[src/rtl/trigger_link_framer.sv]
// Trigger link framer: maps cluster groups onto trigger links and emits one
// 4-word 8b10b frame per BX (word0 carries the K char + first payload byte).
// Tracks BX-strobe cadence, inserts a periodic K28.7 latency marker and
// flags overflow with K28.0.
// Optional build macro: TRIGGER_LINK_TEST_PATTERN_EN adds ena_test_pat, which
// swaps the payload for PRBS-7 data.
//
// state    | meaning
// ---------+------------------------------------------------------------
// ST_IDLE  | not locked; idle words (K28.5 + D16.2) every cycle
// ST_RUN   | locked to strobe cadence; phase 0..3 = frame word on output
module trigger_link_framer #(
    parameter int NUM_CLUSTERS      = 8,
    parameter int CLUSTERS_PER_LINK = 4,
    parameter int NUM_LINKS         = 4,
    parameter int FC_PERIOD         = 128
) (
    input  logic                       clk_160,
    input  logic                       reset,
    input  logic                       bx_strobe,
    input  logic [14*NUM_CLUSTERS-1:0] clusters,
    input  logic                       overflow,
`ifdef TRIGGER_LINK_TEST_PATTERN_EN
    input  logic                       ena_test_pat,
`endif
    output logic [16*NUM_LINKS-1:0]    tx_data,
    output logic [2*NUM_LINKS-1:0]     tx_isk,
    output logic                       synced,
    output logic                       ltncy_trig,
    output logic [7:0]                 sync_err_cnt
);

    localparam int NUM_GROUPS = NUM_CLUSTERS / CLUSTERS_PER_LINK;
    localparam int PAY_W      = 14 * CLUSTERS_PER_LINK;
    localparam int CNT_W      = $clog2(FC_PERIOD);

    localparam logic [0:0] ST_IDLE = 1'b0;
    localparam logic [0:0] ST_RUN  = 1'b1;

    localparam logic [15:0] IDLE_WORD = 16'h50BC;
    localparam logic [1:0]  IDLE_ISK  = 2'b01;
    localparam logic [7:0]  K28_7     = 8'hFC;
    localparam logic [7:0]  K28_0     = 8'h1C;
    localparam logic [7:0]  K28_5     = 8'hBC;

    logic [0:0]       state;
    logic [1:0]       phase;
    logic [CNT_W-1:0] bx_cnt;
    logic             ovf_pend;
    // byte [7:0] leaves with word0 straight from the inputs, so it is not held
    logic [NUM_GROUPS-1:0][PAY_W-1:8] pay_q;

    logic             in_run;
    logic             missing;
    logic             early;
    logic [CNT_W-1:0] cnt_eff;
    logic             ovf_any;
    logic [7:0]       k_sel;
    logic             ovf_pend_nxt;

    logic [NUM_GROUPS-1:0][PAY_W-1:0] pay_new;
    logic [NUM_GROUPS-1:0][15:0]      grp_data;
    logic [NUM_GROUPS-1:0][1:0]       grp_isk;

    // Cadence classification; a strobe seen in IDLE restarts the BX count at 0
    always_comb begin
        in_run  = (state == ST_RUN);
        missing = in_run && (phase == 2'd3) && !bx_strobe;
        early   = in_run && bx_strobe && (phase != 2'd3);
        cnt_eff = in_run ? bx_cnt : '0;
        ovf_any = ovf_pend | overflow;
    end

    // K char choice; overflow coinciding with the latency marker is deferred
    always_comb begin
        k_sel        = K28_5;
        ovf_pend_nxt = 1'b0;
        if (cnt_eff == '0) begin
            k_sel        = K28_7;
            ovf_pend_nxt = ovf_any;
        end else if (ovf_any) begin
            k_sel        = K28_0;
            ovf_pend_nxt = 1'b0;
        end
    end

`ifdef TRIGGER_LINK_TEST_PATTERN_EN
    logic [6:0]       prbs_q;
    logic [6:0]       prbs_s;
    logic [6:0]       prbs_nxt;
    logic [PAY_W-1:0] prbs_bits;

    // PRBS-7 (x^7+x^6+1): one full frame of payload bits per capture, LSB first
    always_comb begin
        prbs_s    = prbs_q;
        prbs_bits = '0;
        for (int b = 0; b < PAY_W; b++) begin
            prbs_bits[b] = prbs_s[6] ^ prbs_s[5];
            prbs_s       = {prbs_s[5:0], prbs_s[6] ^ prbs_s[5]};
        end
        prbs_nxt = prbs_s;
    end

    // PRBS state advances only when a frame actually uses it
    always_ff @(posedge clk_160) begin
        if (reset) begin
            prbs_q <= 7'h7F;
        end else if (bx_strobe && ena_test_pat) begin
            prbs_q <= prbs_nxt;
        end
    end
`endif

    // Payload selection per cluster group: {c3,c2,c1,c0} or test pattern
    always_comb begin
        pay_new = '0;
        for (int g = 0; g < NUM_GROUPS; g++) begin
            pay_new[g] = clusters[PAY_W*g +: PAY_W];
`ifdef TRIGGER_LINK_TEST_PATTERN_EN
            if (ena_test_pat) begin
                pay_new[g] = prbs_bits;
            end
`endif
        end
    end

    // Next word per group: fresh word0 on any strobe, then held payload words
    always_comb begin
        grp_data = '0;
        grp_isk  = '0;
        for (int g = 0; g < NUM_GROUPS; g++) begin
            grp_data[g] = IDLE_WORD;
            grp_isk[g]  = IDLE_ISK;
            if (bx_strobe) begin
                grp_data[g] = {pay_new[g][7:0], k_sel};
                grp_isk[g]  = 2'b01;
            end else if (in_run && !missing) begin
                grp_isk[g] = 2'b00;
                case (phase)
                    2'd0:    grp_data[g] = pay_q[g][23:8];
                    2'd1:    grp_data[g] = pay_q[g][39:24];
                    2'd2:    grp_data[g] = pay_q[g][55:40];
                    default: begin
                        grp_data[g] = IDLE_WORD;
                        grp_isk[g]  = IDLE_ISK;
                    end
                endcase
            end
        end
    end

    // Framing FSM, counters and registered link outputs
    always_ff @(posedge clk_160) begin
        if (reset) begin
            state        <= ST_IDLE;
            phase        <= 2'd0;
            bx_cnt       <= '0;
            ovf_pend     <= 1'b0;
            pay_q        <= '0;
            synced       <= 1'b0;
            ltncy_trig   <= 1'b0;
            sync_err_cnt <= 8'd0;
            for (int l = 0; l < NUM_LINKS; l++) begin
                tx_data[16*l +: 16] <= IDLE_WORD;
                tx_isk[2*l +: 2]    <= IDLE_ISK;
            end
        end else begin
            if (bx_strobe) begin
                state    <= ST_RUN;
                phase    <= 2'd0;
                bx_cnt   <= cnt_eff + CNT_W'(1);
                ovf_pend <= ovf_pend_nxt;
                for (int g = 0; g < NUM_GROUPS; g++) begin
                    pay_q[g] <= pay_new[g][PAY_W-1:8];
                end
            end else if (missing) begin
                state <= ST_IDLE;
                phase <= 2'd0;
            end else if (in_run) begin
                phase <= phase + 2'd1;
            end

            if ((early || missing) && (sync_err_cnt != 8'hFF)) begin
                sync_err_cnt <= sync_err_cnt + 8'd1;
            end

            synced     <= bx_strobe || (in_run && !missing);
            ltncy_trig <= bx_strobe && (cnt_eff == '0);

            for (int l = 0; l < NUM_LINKS; l++) begin
                tx_data[16*l +: 16] <= grp_data[l % NUM_GROUPS];
                tx_isk[2*l +: 2]    <= grp_isk[l % NUM_GROUPS];
            end
        end
    end

endmodule

[config.mk]
export PLATFORM = sky130hd
export DESIGN_NAME = trigger_link_framer
export DESIGN_NICKNAME = d
export VERILOG_FILES = /design/src/rtl/trigger_link_framer.sv
export SDC_FILE = /design/constraint.sdc
export NUM_CORES = 1
export LEC_CHECK = 0
export ABC_AREA = 1
export BUFFER_PORTS_ARGS = -buffer_cell sky130_fd_sc_hd__buf_2
export CAP_MARGIN = 20
export CELL_PAD_IN_SITES_DETAIL_PLACEMENT = 1
export CELL_PAD_IN_SITES_GLOBAL_PLACEMENT = 2
export CORE_AREA = 3 3 148 150
export DETAILED_ROUTE_END_ITERATION = 7
export DIE_AREA = 0 0 151 153
export PLACE_DENSITY = 0.81
export SKIP_LAST_GASP = 1
export SLEW_MARGIN = 0
export SYNTH_ARGS = -nofsm -noshare
export SYNTH_HDL_FRONTEND = slang
export SYNTH_SLANG_ARGS = --single-unit
export TNS_END_PERCENT = 20
[constraint.sdc]
create_clock -name clk_160 -period 2.1 [get_ports clk_160]
set_input_delay 0.42 -clock clk_160 [delete_from_list [all_inputs] [get_ports clk_160]]
set_output_delay 0.42 -clock clk_160 [all_outputs]
set_load 0.1 [all_outputs]
==> results of run 1 <==
## logic make-up (layout without fill, tap and decap cells)
group,after synthesis,in the layout,synth area share [%]
buffers and inverters,121,287,11.2
and+or+nand+nor,207,207,14.5
DFF,150,150,50.6
xor gates and xnor gates,3,3,0.443
AOI/OAI and AO/OA,179,179,21.5
adders and majority gates,8,8,1.69
other,1,4,0.0632
## cell type report
class | count | area [um2]
clock buffer | 20 | 467
clock inverter | 12 | 190
fill | 2496 | 13200
inverter | 47 | 181
multi-input combinational | 401 | 2290
sequential | 150 | 3010
tap | 275 | 344
timing repair buffer | 208 | 1100
## where the power goes
| group | leakage, nW | internal, mW | switching (mW) |
|---|---|---|---|
| clock network | 0.322 | 2.11 | 1.26 |
| registers | 1.24 | 3.00 | 0.0796 |
| logic | 1.86 | 0.260 | 0.825 |
| total | 3.42 | 5.36 | 2.17 |
## stage by stage
step	utilization, %	hold WS (ns)	instance area, um2	power [mW]	worst slack [ns]
2_1_floorplan	-	0.431	5950	3.98	0.218
3_3_place_gp	33.3	0.448	6920	4.22	0.451
3_5_place_dp	33.3	0.460	6920	4.23	0.407
4_1_cts	36.4	0.173	7580	7.63	0.309
5_1_grt	36.4	0.176	7580	7.86	0.274
6_report	36.4	0.193	7580	7.53	0.341
## routing by layer
layer  global-route usage, %  share of wire [%]
met1                    20.0                 45
met2                    25.8                 47
met3                    4.03                5.6
met4                    5.18                1.7
met5                       0              0.039
## flip-flops by register name, indices dropped and copies added (netlist names)
name          cells
tx_isk            1
phase             2
ltncy_trig        1
sync_err_cnt      8
bx_cnt            7
pay_q            96
synced            1
ovf_pend          1
in_run            1
tx_data          32
## cell usage after synthesis (all sizes together)
cell      n  area, um2
o21ai    53        284
nand2   159        612
and3      1       6.26
clkbuf   12       45.0
o211ai    1       7.51
inv      45        174
clkinv    2       7.51
nor3      1       16.3
dfxtp   150       3000
nand4     5       31.3
a22o     75        657
a31oi     4       85.1
a22oi     1       12.5
conb      1       3.75
ha        8        100
o22ai     4       25.0
xor2      3       26.3
nand3    12       72.6
a21oi    41        205
buf      62        438
nor2     29        124
## worst paths after layout
kind                      to  slack, ns  depth (start not counted)
min              tx_data[59]       0.19                          3
max reg2reg      tx_data[38]       0.44                          7
min reg2reg      tx_data[52]       0.47                          2
max          sync_err_cnt[5]       0.34                          1
==> results.ini, run 1 <==
[sta]
rsz0062_at_grt=no
finalMaxSlewViolations=0
tns_ns=0
setup_viol=0
final_hold_viol_count=0
max_freq_ghz=0.568
finalCritPeriodShare_pct=83.8
fin_worst_skew_ns=0.0100
final.min_clock_period_ns=1.76

[logic_synthesis]
avgSynthCellArea_um2=8.87
synth.cell_area_um2=5940
yosys_warnings=0
yosys_register_bits=150
syn_inst=669
ys_types=30
ys_seq_area_share_pct=50.6

[floorplan]
rows=53
io_pins=198
die_area_um2=23100
die_h_um=153
initial_core_util_pct=28.5
die_x_um=151
core_um2=20800

[drt]
vias=5051
wl_per_cell_um=16.2
drt_iter0_markers=178
wl_um=18000
drc=0
dr.pass1.iters=4
avgViaCountPerCell=4.54
postRouteAntennaNets=0

[pwr]
ir_drop_mv=0.459
cellPowerDensity_nw_per_um2=994
power_leakage_nw=3.42

[clocking]
ctsHoldBuffers=0
cts_resized=0
cts_made_buffers=17
clk_path_buf_depth=2
clk_latency_ns=0.42
clkSinkCount=150
cts_root_buffer=clkbuf_16
path_clk_slew_ns=0.06
cts_setup_buffers=0
cts_max_level=4
cts_tree=yes

[grt]
grt_pass1_vias=5228
antenna_found_initial=1
grt_pass1_wl_um=28000
gr-usage-all-layers_pct=15.7
grt_overflow=0
grt_max_degree=49

[critical_path]
r2r_start=phase[0]
required_ns=1.68
crit_family=buffers and inverters
endpoint_kind=primary output
critical-path-max-stage-delay_ns=0.47
crit_buf_inv=1
cp.arrival_ns=1.34
crit_start=sync_err_cnt[5]
crit_chain=buf_2
crit_type=flip-flop to primary output
startpoint_type=flip-flop
cpMaxStageDelayCell=buf_2
cp_max_fo=6

[finish]
drive_above_1_share_pct=31.6
most-common-layout-cells=buf_2, nand2_1, dfxtp_1
mostFrequentLayoutCell=buf_2
area_growth_pct=27.7
final_cells=1113
layout.nets=949
diodes=0

[placement]
dp_hpwl_um=12800
numPortBuffers=193
place_congestion=0.756
dp.cells=1081

[min_path]
min_path_type=primary input to flip-flop
worstHoldStart=clusters[59]

[status]
status=completed

[job]
max_cap_violations=0

No activity file was read; power rests on OpenSTA's default activity.
==> inputs of run 2 (changes only) <==
--- a/config.mk
+++ b/config.mk
@@ -10,10 +10,10 @@
 export CAP_MARGIN = 20
 export CELL_PAD_IN_SITES_DETAIL_PLACEMENT = 1
 export CELL_PAD_IN_SITES_GLOBAL_PLACEMENT = 2
-export CORE_AREA = 3 3 148 150
+export CORE_AREA = 3 3 156 158
 export DETAILED_ROUTE_END_ITERATION = 7
-export DIE_AREA = 0 0 151 153
-export PLACE_DENSITY = 0.81
+export DIE_AREA = 0 0 159 161
+export PLACE_DENSITY = 0.77
 export SKIP_LAST_GASP = 1
 export SLEW_MARGIN = 0
 export SYNTH_ARGS = -nofsm -noshare
==> constraint.sdc (replaced) <==
create_clock -name clk_160 -period 1.6 [get_ports clk_160]
set_input_delay 0.32 -clock clk_160 [delete_from_list [all_inputs] [get_ports clk_160]]
set_output_delay 0.32 -clock clk_160 [all_outputs]
set_load 0.1 [all_outputs]
==> results.ini, run 2 (same netlist as run 1, synthesis figures left out) <==
[status]
status=completed  ; unchanged

[sta]
finalMaxSlewViolations=0  ; unchanged
finalCritPeriodShare_pct=98.1
tns_ns=0  ; unchanged
final_hold_viol_count=0  ; unchanged
final.min_clock_period_ns=1.57
fin_worst_skew_ns=0.00836  ; was 0.0100 ns
rsz0062_at_grt=yes  ; was no
max_freq_ghz=0.637
setup_viol=0  ; unchanged
layout_setup_ws_ns=0.0307  ; was 0.341 ns

[finish]
final_cells=1175  ; was 1113
mostFrequentLayoutCell=buf_2  ; unchanged
reg_top3=pay_q (96), tx_data (32), sync_err_cnt (8)  ; unchanged
most-common-layout-cells=buf_2, nand2_1, dfxtp_1  ; unchanged
layout.nets=965  ; was 949
drive_above_1_share_pct=34.5  ; was 31.6%
area_growth_pct=30.1  ; was 27.7%
regMostFlops=pay_q  ; unchanged
largest_reg_flops=96  ; unchanged

[job]
max_cap_violations=0  ; unchanged

[critical_path]
crit_buf_inv=1  ; unchanged
cp_max_fo=6  ; unchanged
cpMaxStageDelayCell=buf_2  ; unchanged
worstRegToRegCells=6  ; was 7
r2r_start=phase[0]  ; unchanged
critical-path-max-stage-delay_ns=0.44  ; was 0.47 ns
startpoint_type=flip-flop  ; unchanged
r2r_slack_ns=0.14  ; was 0.44 ns
endpoint_kind=primary output  ; unchanged
cp.arrival_ns=1.25  ; was 1.34 ns
crit_type=flip-flop to primary output  ; unchanged
crit_family=buffers and inverters  ; unchanged
required_ns=1.28  ; was 1.68 ns
rr_endpoint=tx_data[40]  ; was tx_data[38]
crit_chain=buf_2  ; unchanged

[floorplan]
die_area_um2=25600  ; was 23100 um2
initial_core_util_pct=25.5  ; was 28.5%
die_h_um=161  ; was 153 um
die_x_um=159  ; was 151 um
io_pins=198  ; unchanged
rows=56  ; was 53
core_um2=23300  ; was 20800 um2

[drt]
dr.pass1.iters=4  ; unchanged
drc=0  ; unchanged
avgViaCountPerCell=4.42  ; was 4.54
postRouteAntennaNets=0  ; unchanged
wl_um=18400  ; was 18000 um
vias=5190  ; was 5051
wl_per_cell_um=15.7  ; was 16.2 um
drt_iter0_markers=198  ; was 178

[min_path]
worstHoldStart=clusters[59]  ; unchanged
min_path_type=primary input to flip-flop  ; unchanged
holdPathStages=3  ; unchanged
whs_endpoint=tx_data[59]  ; unchanged

[pwr]
power_leakage_nw=3.45  ; was 3.42 nW
p_total_mw=9.26  ; was 7.53 mW
ir_drop_mv=0.457  ; was 0.459 mV
cellPowerDensity_nw_per_um2=1200  ; was 994 nW/um2

[grt]
antenna_found_initial=1  ; unchanged
gr-usage-all-layers_pct=14.4  ; was 15.7%
grt_pass1_wl_um=29000  ; was 28000 um
grt_max_degree=70  ; was 49
grt_pass1_vias=5306  ; was 5228
grt_overflow=0  ; unchanged

[clocking]
cts_max_level=4  ; unchanged
cts_root_buffer=clkbuf_16  ; unchanged
cts_tree=yes  ; unchanged
clkSinkCount=150  ; unchanged
clk_latency_ns=0.42  ; about the same
path_clk_slew_ns=0.07  ; was 0.06 ns
clk_path_buf_depth=2  ; unchanged
cts_made_buffers=17  ; unchanged

[placement]
place_congestion=0.762  ; was 0.756
dpl_worst_slack_ns=-0.00735  ; was 0.407 ns
numPortBuffers=193  ; unchanged
dp.cells=1141  ; was 1081
dp_hpwl_um=13400  ; was 12800 um

run 2: power breakdown:
part	total [mW]	internal (mW)	switching, mW
Clock	3.77	2.03	1.74
Combinational	1.46	0.370	1.09
Sequential	4.03	3.93	0.102
Total	9.26	6.33	2.93
run 2: how the worst max path moves through the flow:
stage                               start               to  slack [ns]  cells after the start
after floorplan                 tx_isk[4]        tx_isk[2]       -0.11                      1
after global placement           phase[0]      tx_data[38]        0.05                      7
after detailed placement         phase[0]      tx_data[61]      -0.007                      5
after CTS                        phase[0]      tx_data[61]       -0.02                      5
after global routing            tx_isk[4]        tx_isk[0]       -0.02                      1
final                     sync_err_cnt[4]  sync_err_cnt[4]        0.03                      1
run 2: worst register-to-register path: cells and delay by family, from the launching register on:
family / cells / cell delay, ns
compound gates: 3 / 0.46
fa+ha+maj: 1 / 0.27
buf+inv: 2 / 0.35
flops: 1 / 0.33
run 2: routing by layer:
layer  track usage (%)  vias to the layer above  part of all wire (%)  wire length (um)
met5                 0                        -                     0                 0
met4              4.22                        0                   1.2               228
met3              3.85                       17                   6.1              1130
met2              23.5                      150                    46              8530
met1              18.8                     2469                    46              8520
li1                  -                     2554                     -                 -
run 2: cell type report:
cell class	count	area, um2
repair buffers	224	1250
diodes	2	5.00
flip-flops and latches	150	3020
inverters	47	185
fillers	2809	15500
multi-input cells	401	2320
clock buffers	18	429
well taps	319	399
clock inverters	14	114
run 2: stage by stage:
stage | instance area, um2 | hold slack [ns] | util, %
after floorplan | 5960 | 0.430 | -
after global placement | 7140 | 0.454 | 30.7
after detailed placement | 7140 | 0.461 | 30.7
after CTS | 7680 | 0.0703 | 33.0
after global routing | 7720 | 0.0839 | 33.2
final | 7720 | 0.0936 | 33.2
run 2: timing repair:
item                       CTS  global route
buffers inserted             0             0
setup endpoints to repair    4            36
hold endpoints to repair     0             0
cloned                       0             0
pin swaps                    0             0
hold buffers                 0             0
gates resized for setup      0            11
==> inputs of run 3 (changes only) <==
==> constraint.sdc (replaced) <==
create_clock -name clk_160 -period 1.6 [get_ports clk_160]
set_input_delay 0.16 -clock clk_160 [delete_from_list [all_inputs] [get_ports clk_160]]
set_output_delay 0.16 -clock clk_160 [all_outputs]
set_load 0.1 [all_outputs]
==> results.ini, run 3 (same netlist as run 1, synthesis figures left out) <==
[clocking]
cts_root_buffer=clkbuf_16  ; unchanged
clk_latency_ns=0.43  ; was 0.42 ns
path_clk_slew_ns=0.07  ; about the same
clkSinkCount=150  ; unchanged
clk_path_buf_depth=2  ; unchanged
cts_tree=yes  ; unchanged
cts_made_buffers=17  ; unchanged
cts_max_level=4  ; unchanged

[grt]
antenna_found_initial=0  ; was 1
grt_pass1_wl_um=32500  ; was 29000 um
grt_overflow=0  ; unchanged
gr-usage-all-layers_pct=16.1  ; was 14.4%
grt_max_degree=61  ; was 70
grt_pass1_vias=6032  ; was 5306

[critical_path]
required_ns=1.89  ; was 1.28 ns
r2r_slack_ns=0.08  ; was 0.14 ns
cp_max_fo=12  ; was 6
endpoint_kind=flip-flop  ; was primary output
startpoint_type=flip-flop  ; unchanged
cp.arrival_ns=1.82  ; was 1.25 ns
crit_type=flip-flop to flip-flop  ; was flip-flop to primary output

[floorplan]
die_h_um=161  ; unchanged
io_pins=198  ; unchanged
rows=56  ; unchanged
core_um2=23300  ; unchanged
die_x_um=159  ; unchanged
die_area_um2=25600  ; unchanged
initial_core_util_pct=25.5  ; unchanged

[sta]
rsz0062_at_grt=yes  ; unchanged
setup_viol=0  ; unchanged
finalCritPeriodShare_pct=95.2  ; was 98.1%
finalMaxSlewViolations=0  ; unchanged
tns_ns=0  ; unchanged
layout_setup_ws_ns=0.0762  ; was 0.0307 ns
fin_worst_skew_ns=0.00817  ; was 0.00836 ns
final.min_clock_period_ns=1.52  ; was 1.57 ns
final_hold_viol_count=0  ; unchanged
max_freq_ghz=0.656  ; was 0.637 GHz

[drt]
avgViaCountPerCell=4.37  ; was 4.42
vias=5584  ; was 5190
drc=0  ; unchanged
wl_per_cell_um=16.0  ; was 15.7 um
postRouteAntennaNets=0  ; unchanged
dr.pass1.iters=6  ; was 4
drt_iter0_markers=262  ; was 198
wl_um=20500  ; was 18400 um

[finish]
layout.nets=1071  ; was 965
reg_top3=pay_q (96), tx_data (32), sync_err_cnt (8)  ; unchanged
drive_above_1_share_pct=29.6  ; was 34.5%
mostFrequentLayoutCell=buf_2  ; unchanged
regMostFlops=pay_q  ; unchanged
final_util_pct=37.8  ; was 33.2%
most-common-layout-cells=buf_2, nand2_1, dfxtp_1  ; unchanged
largest_reg_flops=96  ; unchanged
area_growth_pct=48.1  ; was 30.1%
diodes=0  ; was 2

[pwr]
swShare_pct=32.2  ; was 31.6%
pwr-share-comb_pct=17.4  ; was 15.7%
ir_drop_mv=0.444  ; was 0.457 mV
power_switching_mw=3.12  ; was 2.93 mW
p_int_mw=6.56  ; was 6.33 mW
power_leakage_nw=3.91  ; was 3.45 nW
seqPwrFrac_pct=41.7  ; was 43.6%
p_clk_share_pct=40.9  ; was 40.7%
cellPowerDensity_nw_per_um2=1100  ; was 1200 nW/um2

[placement]
place_congestion=0.765  ; was 0.762
dpl_worst_slack_ns=-0.0139  ; was -0.00735 ns
dp_hpwl_um=13300  ; was 13400 um
numPortBuffers=193  ; unchanged

[min_path]
min_path_type=primary input to flip-flop  ; unchanged

[job]
max_cap_violations=0  ; unchanged

[status]
status=completed  ; unchanged

run 3: cell types whose count changed in the layout (fill, tap and decap cells not counted), sizes merged:
cell and delta:
buf -6, clkbuf -1, clkinv +1, clkinvlp -3, diode -2, dlygate4sd3 +112, inv +3
run 3: path summary, 6_finish.rpt:
| path | from | to | cells past startpoint |
|---|---|---|---|
| worst min-delay path | overflow | ovf_pend | 3 |
| worst min register to register | ovf_pend | ovf_pend | 2 |
| worst max register to register | phase[0] | tx_data[51] | 8 |
| worst max-delay path | phase[0] | tx_data[51] | 8 |
run 3: timing repair:
action / CTS / global route
hold buffers: 112 / 0
buffers inserted: 0 / 0
endpoints found under the hold margin: 112 / 0
resized for setup: 1 / 5
pin swaps: 0 / 0
endpoints found under the setup margin: 6 / 34
run 3: layer usage:
layer  part of all wire (%)  up-vias  global-route usage, %
li1                       -     2772                      -
met1                     47     2644                   20.2
met2                     48      148                   28.0
met3                    3.9       20                   3.44
met4                    1.2        0                   4.50
met5                      0        -                      0
run 3: area by class of cell:
class,count,area (um2)
multi-input combinational,401,2300
sequential,150,3020
fill,2738,14500
tap,319,399
inverter,47,184
clock buffer,17,425
timing repair buffer,330,2320
clock inverter,15,146
run 3: metrics by stage:
step	cell area (um2)	hold WS (ns)	std cells	power, mW
floorplan	5960	0.270	672	5.22
CTS	8770	0.0633	1279	9.81
global route	8790	0.107	1279	10.1
finish	8790	0.0813	1279	9.68
detailed placement	7080	0.366	1135	5.58
global placement	7080	0.364	1135	5.57
run 3: critical path, stage by stage, from the launching register on:
cell	delay (ns)
dfxtp_1	0.31
buf_4	0.14
ha_1	0.23
nand3_4	0.11
nand2_2	0.08
nor2_4	0.11
nand2_4	0.06
clkinv_2	0.20
nand4_1	0.13
run 3: power groups by stage:
| stage | Clock (mW) | Combinational, mW | Sequential (mW) |
|---|---|---|---|
| after global routing | 4.24 | 1.79 | 4.06 |
| after CTS | 4.09 | 1.69 | 4.03 |
| final | 3.96 | 1.68 | 4.03 |
| after detailed placement | 0 | 1.46 | 4.12 |
| after global placement | 0 | 1.45 | 4.11 |
| after floorplan | 0 | 0.794 | 4.43 |
